==> src/rtl/seg7_display_ctrl.sv <==
// rtl/seg7_display_ctrl.sv - multi-digit 7-segment controller with serial decode, zero blanking and blink
module seg7_display_ctrl #(
  parameter int NUM_DIGITS = 4,
  parameter int BLINK_DIV  = 25000000,
  parameter int LZ_BLANK   = 1
) (
  input  logic                    clk,
  input  logic                    rst,
  input  logic                    load,
  input  logic [4*NUM_DIGITS-1:0] data_in,
  input  logic                    hex_mode,
  input  logic                    blink_en,
  output logic                    ready,
  output logic                    err,
  output logic [7*NUM_DIGITS-1:0] seg_out
);

  // Index is fixed at 3 bits so a 1-digit build still has a legal width.
  localparam int IDX_W = 3;
  localparam int CNT_W = (BLINK_DIV > 2) ? $clog2(BLINK_DIV) : 1;
  localparam logic [IDX_W-1:0] LAST_IDX = IDX_W'(NUM_DIGITS - 1);
  localparam logic [CNT_W-1:0] CNT_MAX  = CNT_W'(BLINK_DIV - 1);
  localparam logic [6:0]       BLANK    = 7'b1111111;

  typedef enum logic {S_IDLE, S_CONV} state_t;

  state_t                    state;
  logic [4*NUM_DIGITS-1:0]   shadow;
  logic                      hex_q;
  logic [IDX_W-1:0]          idx;
  logic                      lz_flag;
  logic                      inv_flag;
  logic [7*NUM_DIGITS-1:0]   digits;
  logic [CNT_W-1:0]          blink_cnt;
  logic                      phase;

  logic [3:0]                cur_nib;
  logic [6:0]                glyph;
  logic                      nib_valid;
  logic                      nib_zero;
  logic                      lz_hit;
  logic [6:0]                dec_glyph;

  // Shared decoder: select the nibble at the current index and map it to a glyph.
  always_comb begin
    cur_nib = 4'd0;
    for (int i = 0; i < NUM_DIGITS; i++) begin
      if (idx == IDX_W'(i)) cur_nib = shadow[4*i +: 4];
    end
    case (cur_nib)
      4'h0: glyph = 7'b0000001;
      4'h1: glyph = 7'b1001111;
      4'h2: glyph = 7'b0010010;
      4'h3: glyph = 7'b0000110;
      4'h4: glyph = 7'b1001100;
      4'h5: glyph = 7'b0100100;
      4'h6: glyph = 7'b0100000;
      4'h7: glyph = 7'b0001111;
      4'h8: glyph = 7'b0000000;
      4'h9: glyph = 7'b0001100;
      4'hA: glyph = 7'b0001000;
      4'hB: glyph = 7'b1100000;
      4'hC: glyph = 7'b0110001;
      4'hD: glyph = 7'b1000010;
      4'hE: glyph = 7'b0110000;
      default: glyph = 7'b0111000;
    endcase
    nib_valid = hex_q | (cur_nib <= 4'd9);
    nib_zero  = (cur_nib == 4'd0);
    // Digit 0 always shows its value, so a zero reading stays visible.
    lz_hit    = (LZ_BLANK != 0) && lz_flag && nib_zero && (idx != '0);
    dec_glyph = (!nib_valid || lz_hit) ? BLANK : glyph;
  end

  // Conversion FSM: latch on load, then write one digit per cycle from the top down.
  always_ff @(posedge clk) begin
    if (rst) begin
      state    <= S_IDLE;
      ready    <= 1'b1;
      err      <= 1'b0;
      digits   <= '1;
      idx      <= '0;
      shadow   <= '0;
      hex_q    <= 1'b0;
      lz_flag  <= 1'b0;
      inv_flag <= 1'b0;
    end else begin
      case (state)
        S_IDLE: begin
          if (load) begin
            state    <= S_CONV;
            ready    <= 1'b0;
            shadow   <= data_in;
            hex_q    <= hex_mode;
            idx      <= LAST_IDX;
            lz_flag  <= 1'b1;
            inv_flag <= 1'b0;
            err      <= 1'b0;
          end
        end
        default: begin
          for (int i = 0; i < NUM_DIGITS; i++) begin
            if (idx == IDX_W'(i)) digits[7*i +: 7] <= dec_glyph;
          end
          if (nib_valid && !nib_zero) lz_flag <= 1'b0;
          if (!nib_valid) inv_flag <= 1'b1;
          if (idx == '0) begin
            state <= S_IDLE;
            ready <= 1'b1;
            err   <= inv_flag | ~nib_valid;
          end else begin
            idx <= idx - 1'b1;
          end
        end
      endcase
    end
  end

  // Blink prescaler: free-runs while enabled, toggling the phase on each wrap.
  always_ff @(posedge clk) begin
    if (rst || !blink_en) begin
      blink_cnt <= '0;
      phase     <= 1'b0;
    end else if (blink_cnt == CNT_MAX) begin
      blink_cnt <= '0;
      phase     <= ~phase;
    end else begin
      blink_cnt <= blink_cnt + 1'b1;
    end
  end

  assign seg_out = phase ? '1 : digits;

endmodule

==> config.mk <==
export PLATFORM = sky130hd
export DESIGN_NAME = seg7_display_ctrl
export DESIGN_NICKNAME = d
export VERILOG_FILES = /design/src/rtl/seg7_display_ctrl.sv
export SDC_FILE = /design/constraint.sdc
export NUM_CORES = 1
export LEC_CHECK = 0
export CORE_MARGIN = 1
export CORE_UTILIZATION = 49
export CTS_CLUSTER_DIAMETER = 80
export DETAILED_ROUTE_END_ITERATION = 6
export HOLD_SLACK_MARGIN = 0.06
export PLACE_DENSITY = 0.75
export SKIP_LAST_GASP = 1
export SYNTH_ARGS = -nofsm -noshare
export SYNTH_HDL_FRONTEND = slang
export SYNTH_SLANG_ARGS = --single-unit
==> constraint.sdc <==
create_clock -name clk -period 2.65 [get_ports clk]
set_clock_uncertainty 0.2 [all_clocks]
set_input_delay 0.265 -clock clk [delete_from_list [all_inputs] [get_ports clk]]
set_output_delay 0.265 -clock clk [all_outputs]
set_load 0.02 [all_outputs]
==> summary.md <==
| Metric | Value |
|---|---|
| DR iter-0 viols | `111` |
| Slew HR | `0.488` |
| Final hold vios | `0` |
| Yosys warning count | `0` |
| Worst ir drop on vdd | `0.000354 V` |
| CP Data Arrival Time | `2.69 ns` |
| Antenna diodes | `0` |
| Layout Cells excl Fill | `630` |
| Via count | `3389` |
| Tightest Pin Transition | `0.767 ns` |
| Pins over their slew limit | `0` |
| DR WL/cell | `14.7 um` |
| Hold buffers post-CTS | `0` |
| Async set-reset flop share out of synthesis | `0` |
| Sink Count | `79` |
| WP data required | `2.67 ns` |
| Failing checks | `negative setup slack` |
| GRT Resource Usage Total | `0.237` |
| Setup violations, final | `3` |
| Synthesized cell area | `3790 um2` |
| Post-synth EDFFs | `0` |
| Lkg Pwr | `0.00178 uW` |
| Die H | `89.9 um` |
| Crit-path max cell delay | `0.39 ns` |
| DR top layer | `met4` |
| # fillers | `598` |
| Total power | `3390 uW` |
| CTS tree | `built` |
| Worst-path cell chain | `inv_4 > ha_4 > nor2b_4 > a221o_1 > a31oi_4 > inv_2 > buf_4 > or3_4 > a221oi_4 > a21oi_1` |
| Synthesized area per cell | `8.20 um2` |
| Max Buffers Root-to-Sink | `2` |
| Commonest cells in the netlist | `dfxtp_1 (79), nand2_1 (53), nor2_1 (47), a21oi_1 (42), nor3_1 (35)` |
| Clock Latency Late Sink | `0.36 ns` |
| Syn-to-layout area delta | `31.2%` |
| Critical path class | `flop to flop` |
| First-pass GRT wire length | `15700 um` |
| Vias in the first global route | `3282` |
| Detail Route met3 WL | `400 um` |
| Slowest CP cell | `dfxtp_4` |
| Netlist cell types | `57` |
| Final instance area | `4970 um2` |
| Critical path launch point type | `flop` |
| Placed cells | `613` |
| Status | `complete, but fails checks` |
| Fin worst setup slack | `-0.0130 ns` |
| Via density | `5.38` |
| Hold crit path type | `primary input to flop` |
| RSZ-0062 raised after global routing | `yes` |
| PortBufs | `50` |
| Initial Utilization | `0.514` |
| WL met1 | `4420 um` |
| CTS Root Cell | `clkbuf_8` |
| Synth area leader | `dfxtp_1` |
| Power Density | `682 nW/um2` |
| DP HPWL | `6560 um` |
| Post-route minimum period | `2.66 ns` |
| Final wirelength | `9270 um` |
| Detail Route Antenna Nets | `0` |
| Setup WS pre-CTS | `-0.139 ns` |
| Crit path capture type | `flop` |
| TNS Setup | `-0.0212 ns` |
| Remaining DRCs | `0` |
| Clk pin slew, worst setup/hold paths | `0.08 ns` |
| Total CTS buffers | `9` |
| DR WL met2 | `4290 um` |
| Grt ovf | `0` |
| H-tree Lvls | `3` |
| Final Cycle Share | `1.00` |
| Row Count | `31` |
| Core area | `7370 um2` |
| Share of layout cells above drive strength 1 | `0.230` |
| Seq/Total Area, Yosys | `0.418` |
| Initial antenna violation count | `0` |
| Synth top area share | `0.418` |
| #FFs+latches synth | `79` |
| Most used DFF post-synth | `dfxtp_1` |
| Syn nets | `493` |
| Die X | `89.9 um` |
| I/O pin cnt | `51` |
| Die area | `8080 um2` |
| DRT Pass-1 Iters | `4` |
| Placer Congestion | `0.934` |
| Maximum fanout along the worst path | `4` |
| Post-Synthesis Cells | `462` |
| Main area contributors after synthesis | `dfxtp_1 (42%), a21oi_1 (5.6%), nand2_1 (5.3%)` |
| Number of max-cap violations | `0` |
| DP Area | `4580 um2` |
| Max Freq | `376 MHz` |
| Largest net degree at the start of global routing | `33` |
| Count leader, synth | `dfxtp_1` |
| Nets | `557` |
==> metal layers <==
metal	global-route usage	up-vias
li1	-	1709
met1	0.315	1570
met2	0.385	92
met3	0.0516	18
met4	0.0726	0
met5	0	-
==> sequential cells by signal, summed over array words and instances, names as in the netlist <==
signal	cells
err	1
state	1
lz_flag	1
hex_q	1
inv_flag	1
idx	3
phase	1
ready	1
digits	28
blink_cnt	25
shadow	16
==> critical path: cells and delay by family (launching register included) <==
family	cells	cell delay (ns)
compound gates	4	0.98
simple gates	2	0.51
flops	1	0.39
buf+inv	3	0.29
fa+ha+maj	1	0.15
==> where the power goes <==
part	switching, uW	internal [uW]	total (uW)
registers	44.6	1250	1290
clock network	448	654	1100
logic	527	464	991
==> per-stage QoR <==
| stage | hold WS, ns | utilization |
|---|---|---|
| after CTS | 0.189 | 0.663 |
| final | 0.197 | 0.674 |
| after floorplan | 0.201 | - |
| after global routing | 0.219 | 0.674 |
| after global placement | 0.243 | 0.621 |
| after detailed placement | 0.248 | 0.621 |
==> cell usage in the layout (no fill, tap or decap), types with 3 or more instances in the layout <==
cell type,Yosys,layout
nand3_1,12,12
inv_1,12,9
o31ai_1,5,3
clkdlybuf4s50_1,0,49
xor2_1,9,9
a31oi_1,12,12
nor3_1,35,34
a21oi_1,42,36
a21oi_2,0,5
dfxtp_1,79,77
and3_1,4,4
or2_2,29,28
and2_1,7,5
inv_2,1,3
ha_4,0,6
clkbuf_8,0,10
nor4_1,3,3
bufinv_16,0,3
nand4_1,3,3
xnor2_1,16,16
nand2_1,53,53
nand3b_1,3,3
buf_4,1,33
nor2_1,47,45
==> logic make-up after synthesis <==
family	share of synthesized area
flip-flops	0.418
AND/OR/NAND/NOR	0.284
AO/OA/AOI/OAI	0.151
XOR/XNOR	0.0578
buffers and inverters	0.0479
adder cells (fa/ha/maj)	0.0330
multiplexers	0.00859
==> layout make-up <==
cell class	count	area (um2)	share of cell area
clock buffers	11	141	0.0285
clock inverters	5	104	0.0209
inverters	13	51.3	0.0103
multi-input cells	339	2210	0.444
flip-flops and latches	79	1590	0.319
well taps	99	124	0.0249
repair buffers	84	754	0.152
==> worst paths after layout <==
kind                   from         end  slack, ns  cells past startpoint
setup / recovery     idx[0]  digits[23]      -0.01                     10
setup reg to reg     idx[0]  digits[23]      -0.01                     10
hold reg to reg   shadow[7]   shadow[7]       0.26                      2
hold / removal          rst      idx[2]       0.20                      2
==> timing repair <==
| action | 4_1_cts | 5_1_grt |
|---|---|---|
| setup buffers | 2 | 1 |
| resized for setup | 14 | 20 |
| pin swaps | 4 | 20 |
| endpoints found under the setup margin | 31 | 29 |
Note: power is estimated with default switching activity, not from simulation.
